<file path="src/rtl/timer_control_if.sv">
// timer_control_if: push-buttons, direction switch and MinutesCounter handshake for timer_control
interface timer_control_if;
  logic btn_start;
  logic btn_clear;
  logic btn_inc_sec;
  logic btn_inc_min;
  logic sw_direction;
  logic finish;
  logic enable;
  logic counter_reset;
  logic forward;
  logic incrementSeconds;
  logic incrementMinutes;
  logic running;
  logic alarm;
  modport master (
    output btn_start, btn_clear, btn_inc_sec, btn_inc_min, sw_direction, finish,
    input  enable, counter_reset, forward, incrementSeconds, incrementMinutes, running, alarm
  );
  modport slave (
    input  btn_start, btn_clear, btn_inc_sec, btn_inc_min, sw_direction, finish,
    output enable, counter_reset, forward, incrementSeconds, incrementMinutes, running, alarm
  );
endinterface

</file>
<file path="src/rtl/timer_control.sv">
// timer_control: debounces the buttons, generates the count tick and runs SET/RUN/PAUSE/DONE for MinutesCounter
module timer_control #(
  parameter int TICK_DIV        = 100_000_000,
  parameter int DEBOUNCE_CYCLES = 1_000_000
) (
  input logic           clk,
  input logic           reset,
  timer_control_if.slave bus
);
  localparam int PW = $clog2(TICK_DIV);
  localparam int DW = $clog2(DEBOUNCE_CYCLES + 1);
  localparam logic [1:0] SET   = 2'd0;
  localparam logic [1:0] RUN   = 2'd1;
  localparam logic [1:0] PAUSE = 2'd2;
  localparam logic [1:0] DONE  = 2'd3;

  logic [4:0]    raw, sync1, sync2, level, accept;
  logic [3:0]    press;
  logic [DW-1:0] dbCnt [5];
  logic [1:0]    state;
  logic [PW-1:0] prescaler;
  logic          wrap, startP, clearP;
  logic          enable, counterReset, forward, incSec, incMin;

  assign raw = {bus.sw_direction, bus.btn_inc_min, bus.btn_inc_sec, bus.btn_clear, bus.btn_start};

  // accept fires in the last stable cycle, so the press is seen one cycle before the level updates
  always_comb begin
    accept = '0;
    for (int i = 0; i < 5; i++)
      accept[i] = (sync2[i] != level[i]) && (dbCnt[i] == DW'(DEBOUNCE_CYCLES - 1));
  end

  assign press  = accept[3:0] & sync2[3:0];
  assign startP = press[0];
  assign clearP = press[1];
  assign wrap   = prescaler == PW'(TICK_DIV - 1);

  always_ff @(posedge clk or negedge reset) begin
    if (!reset) begin
      sync1 <= '0;
      sync2 <= '0;
      level <= '0;
      for (int i = 0; i < 5; i++) dbCnt[i] <= '0;
    end else begin
      sync1 <= raw;
      sync2 <= sync1;
      level <= level ^ accept;
      for (int i = 0; i < 5; i++)
        dbCnt[i] <= (sync2[i] == level[i] || accept[i]) ? '0 : dbCnt[i] + 1'b1;
    end
  end

  always_ff @(posedge clk or negedge reset) begin
    if (!reset) begin
      state        <= SET;
      prescaler    <= '0;
      enable       <= 1'b0;
      counterReset <= 1'b0;
      forward      <= 1'b0;
      incSec       <= 1'b0;
      incMin       <= 1'b0;
    end else begin
      enable       <= 1'b0;
      counterReset <= 1'b0;
      incSec       <= 1'b0;
      incMin       <= 1'b0;
      if (clearP) begin
        state        <= SET;
        counterReset <= 1'b1;
        prescaler    <= '0;
      end else begin
        case (state)
          SET: begin
            forward <= level[4];
            if (startP) begin
              state     <= RUN;
              prescaler <= '0;
            end else begin
              incSec <= press[2];
              incMin <= press[3];
            end
          end
          RUN: begin
            if (bus.finish) state <= DONE;
            else if (startP) state <= PAUSE;
            else begin
              prescaler <= wrap ? '0 : prescaler + 1'b1;
              enable    <= wrap;
            end
          end
          PAUSE: if (startP) state <= RUN;
          DONE: if (startP) begin
            state        <= SET;
            counterReset <= 1'b1;
          end
        endcase
      end
    end
  end

  assign bus.enable           = enable;
  assign bus.counter_reset    = counterReset;
  assign bus.forward          = forward;
  assign bus.incrementSeconds = incSec;
  assign bus.incrementMinutes = incMin;
  assign bus.running          = state == RUN;
  assign bus.alarm            = state == DONE;
endmodule

</file>
<file path="src/flat_wrapper.sv">
// flat-port wrapper written by rule: the top's interface ports become plain ports
module timer_control_flat 
#(
  parameter int TICK_DIV        = 100_000_000,
  parameter int DEBOUNCE_CYCLES = 1_000_000
)
  (clk, reset, bus_btn_start, bus_btn_clear, bus_btn_inc_sec, bus_btn_inc_min, bus_sw_direction, bus_finish, bus_enable, bus_counter_reset, bus_forward, bus_incrementSeconds, bus_incrementMinutes, bus_running, bus_alarm);
  timer_control_if bus_i ();
  input logic clk;
  input logic reset;
  input wire logic [$bits(bus_i.btn_start)-1:0] bus_btn_start;
  input wire logic [$bits(bus_i.btn_clear)-1:0] bus_btn_clear;
  input wire logic [$bits(bus_i.btn_inc_sec)-1:0] bus_btn_inc_sec;
  input wire logic [$bits(bus_i.btn_inc_min)-1:0] bus_btn_inc_min;
  input wire logic [$bits(bus_i.sw_direction)-1:0] bus_sw_direction;
  input wire logic [$bits(bus_i.finish)-1:0] bus_finish;
  output wire logic [$bits(bus_i.enable)-1:0] bus_enable;
  output wire logic [$bits(bus_i.counter_reset)-1:0] bus_counter_reset;
  output wire logic [$bits(bus_i.forward)-1:0] bus_forward;
  output wire logic [$bits(bus_i.incrementSeconds)-1:0] bus_incrementSeconds;
  output wire logic [$bits(bus_i.incrementMinutes)-1:0] bus_incrementMinutes;
  output wire logic [$bits(bus_i.running)-1:0] bus_running;
  output wire logic [$bits(bus_i.alarm)-1:0] bus_alarm;
  assign bus_i.btn_start = bus_btn_start;
  assign bus_i.btn_clear = bus_btn_clear;
  assign bus_i.btn_inc_sec = bus_btn_inc_sec;
  assign bus_i.btn_inc_min = bus_btn_inc_min;
  assign bus_i.sw_direction = bus_sw_direction;
  assign bus_i.finish = bus_finish;
  assign bus_enable = bus_i.enable;
  assign bus_counter_reset = bus_i.counter_reset;
  assign bus_forward = bus_i.forward;
  assign bus_incrementSeconds = bus_i.incrementSeconds;
  assign bus_incrementMinutes = bus_i.incrementMinutes;
  assign bus_running = bus_i.running;
  assign bus_alarm = bus_i.alarm;
  timer_control #(.TICK_DIV(TICK_DIV), .DEBOUNCE_CYCLES(DEBOUNCE_CYCLES)) u_core (.clk(clk), .reset(reset), .bus(bus_i));
endmodule
</file>
<file path="config.mk">
export PLATFORM = sky130hd
export DESIGN_NAME = timer_control_flat
export DESIGN_NICKNAME = d
export VERILOG_FILES = /design/src/rtl/timer_control_if.sv /design/src/rtl/timer_control.sv /design/src/flat_wrapper.sv
export SDC_FILE = /design/constraint.sdc
export NUM_CORES = 1
export LEC_CHECK = 0
export ABC_CLOCK_PERIOD_IN_PS = 2600
export BUFFER_PORTS_ARGS = -buffer_cell sky130_fd_sc_hd__buf_2
export CAP_MARGIN = 20
export CORE_MARGIN = 8
export CORE_UTILIZATION = 63
export DETAILED_ROUTE_END_ITERATION = 8
export PLACE_DENSITY = 0.84
export SLEW_MARGIN = 15
export SYNTH_ARGS = -nofsm -noshare
export SYNTH_HDL_FRONTEND = slang
export SYNTH_SLANG_ARGS = --single-unit
</file>
<file path="constraint.sdc">
create_clock -name clk -period 2.6 [get_ports clk]
set_clock_uncertainty 0.15 [all_clocks]
set_input_delay 0.39 -clock clk [delete_from_list [all_inputs] [get_ports clk]]
set_output_delay 0.39 -clock clk [all_outputs]
set_load 0.01 [all_outputs]
</file>
==> impl_results.md <==
* Run status: finished clean
* Worst Path Buf+Inv at 1
* Period minus WS final at 2.47 ns
* Hold Violations, Final at 0
* Number of I/O port buffers at 14
* Syn Inst Count at 721
* Die area at 0.0151 sq mm
* Initial antenna violation count at 0
* Post-Syn Nets at 735
* Die W at 123 microns
* Yosys warnings at 0
* RSZ-0062 raised after global routing: no
* Vias in the first global route at 5389
* Worst Hold Launch: u_core.sync1[1]
* CTS clk-pin slew, worst paths at 0.06 ns
* Yosys top cell area share at 51.9%
* Placed Area at 0.00754 sq mm
* CTS Buffer Depth at 2
* Synthesis-to-finish area growth at 14.8%
* Worst hold stages at 0
* Met2 wire length at 7050 microns
* CP top delay family: simple AND/OR/NAND/NOR gates
* Yosys cell types at 55
* IO Count at 15
* Final-stage net count at 778
* Critical path startpoint: u_core.dbCnt[86]
* Required time worst endpoint at 2.78 ns
* Total power at 5.10 mW
* Most instantiated cells after synthesis: dfrtp_1, nor2_1, nand2_1
* DRC Markers at 0
* Net Sw Frac at 20.8%
* Rel. slew slack at 57.0%
* Post-Layout Inst Area at 0.00824 sq mm
* Period Utilization, post-route at 95.0%
* DR vias/cell at 5.89
* CTS root buffer: clkbuf_16
* M1 wire length at 6390 microns
* Die Y-Extent at 123 microns
* Max Cap Viol at 0
* Clock power share at 50.8%
* Initial DRT Pass Iterations at 5
* Min-delay worst type: flop to flop
* Crit-path cells: nor4_2 > nand4_2 > o311ai_4 > buf_4 > and2_1 > o21ai_1 > o21ai_0
* DRT Wirelength at 14400 microns
* Via Count at 5418
* Slowest stage delay, CP at 0.43 ns
* Htree depth at 4
* Setup violators final at 0
* Largest net degree at the start of global routing at 68
* Most frequent cell after synthesis: dfrtp_1
* Antenna diodes at 0
* Wire length of the first global-routing pass at 24500 microns
* PD cells at 619 mW/mm^2
* HPWL Detailed at 9550 microns
* Clk_lat worst skew at 0.42 ns
* Post-synthesis async set-or-reset flop share at 100%
* Reg2reg path depth at 7
* Fmax at 405 MHz
* Non-Filler Instances at 920
* Synth Register Bits at 149
* Crit path depth at 7
* Placed insts at 882
* Top layer in use: met4
* Avg Cell Area, Syn at 9.96 sq um
* Register area share after synthesis at 51.9%
* LEAKAGE at 3.63 nW
* Mapped Area at 0.00718 sq mm
* Setup Buffers After CTS at 0
* Remaining antenna violation count at 0
* Post-synth top area cell: dfrtp_1
* Gpl congestion at 0.918
* Slowest CP cell: dfrtp_1
* Internal power at 4.04 mW
* Met3 Wirelength at 752 microns
* Slew Viols, Final at 0
* Seq pwr share at 46.5%
* Critical path fanouts, max at 10
* Remaining Overflow, GRT at 0
* Worst Tran Pin Value at 0.644 ns
* FF-to-FF Start: u_core.dbCnt[86]
* Comb pwr share at 2.7%
* CTS tree: done
* Crit. End Element: flop
* 1st-iter DRT viols at 373
* Net Switching at 1.06 mW
* Num CTS Buffers at 17
* Core box area at 0.0113 sq mm
* Top FF cell, synth: dfrtp_1
* Post-synth EDFFs at 0
* Crit path arrival time at 2.65 ns
* Fraction of layout cells with a size suffix above 1 at 11.3%
* Routed WL per cell at 15.7 microns
* Synth top area cells: dfrtp_1, xor2_1, nor2_1, xnor2_1, nand3_1
* Clock sink count at 149
* Starting Density at 63.7%
* Total track usage at 20.4%
* CP Class: flop to flop
* Critical Path Start Type: flop
* Peak supply drop at 0.701 mV
* Rows at 39
-- worst paths after layout --
kind | end | slack [ns]
max in group asynchronous | u_core.dbCnt[80] | 1.23
min in group asynchronous | u_core.dbCnt[38] | 0.40
min | u_core.sync2[1] | 0.21
max | u_core.prescaler[17] | 0.13
max reg2reg | u_core.prescaler[17] | 0.13
min reg2reg | u_core.sync2[1] | 0.21
-- registers in the layout (all words and copies together), names as in the netlist, 2 cells and up, named ones only --
signal / flops
u_core.dbCnt: 100
u_core.prescaler: 27
u_core.sync1: 5
u_core.sync2: 5
u_core.state: 2
-- layout make-up --
| cell class | instances | area [sq um] |
|---|---|---|
| Inverter | 8 | 30.0 |
| Timing Repair Buffer | 44 | 345 |
| Clock buffer | 19 | 453 |
| Tap cell | 143 | 179 |
| Clock inverter | 13 | 180 |
| Fill cell | 757 | 3030 |
| Sequential cell | 149 | 3730 |
| Multi-Input combinational cell | 544 | 3330 |
-- layout by cell type (no fill, tap or decap), types with 7 or more instances in the layout --
cell / count
dfrtp_1: 149
nor2_1: 123
nand2_1: 60
xor2_1: 59
nand3_1: 54
xnor2_1: 35
and3_1: 28
nand4_1: 23
buf_4: 21
a31oi_1: 19
clkbuf_16: 17
o21ai_0: 15
buf_2: 13
and4_1: 11
and2_1: 10
nor3_1: 10
inv_1: 8
nor4_1: 8
nor4b_1: 8
a21oi_1: 8
nor2b_1: 7
-- repair_timing --
| item | 4_1_cts | 5_1_grt |
|---|---|---|
| endpoints found under the hold margin | 70 | 0 |
| hold buffers | 6 | 0 |
| setup endpoints to repair | 0 | 16 |
| gates resized for setup | 0 | 2 |
-- power by group through the flow --
stage	Sequential, mW	Clock, mW	Combinational [mW]
4_1_cts	2.37	2.63	0.143
6_report	2.37	2.59	0.138
5_1_grt	2.37	2.72	0.159
3_5_place_dp	2.41	0	0.132
2_1_floorplan	2.41	0	0.0556
3_3_place_gp	2.41	0	0.127
-- kinds of logic (layout without fill, tap and decap cells) --
logic type,after synthesis,after routing,share of synthesized area [%]
and+or+nand+nor,368,368,26.1
DFF,149,149,51.9
xor gates and xnor gates,94,94,11.5
AOI/OAI and AO/OA,68,68,6.34
buffers and inverters,28,84,1.83
muxes,8,8,1.22
adders and majority gates,6,6,1.05
-- metal layers --
metal  vias to the layer above  GRT usage, %
met5                         -             0
met4                         0          8.68
met3                        27          5.11
met2                       148          33.6
met1                      2646          25.1
li1                       2597             -
-- stage by stage --
step           worst slack (ns)  hold slack, ns  setup TNS, ns  utilization (%)
2_1_floorplan             0.466         -0.0556              0                -
3_3_place_gp            -0.0391           0.186        -0.0830             66.8
3_5_place_dp             0.0201           0.188              0             66.9
4_1_cts                 0.00564           0.204              0             73.0
5_1_grt                  0.0251           0.213              0             73.1
6_report                  0.129           0.205              0             73.1
(Power assumes the default switching activity.)
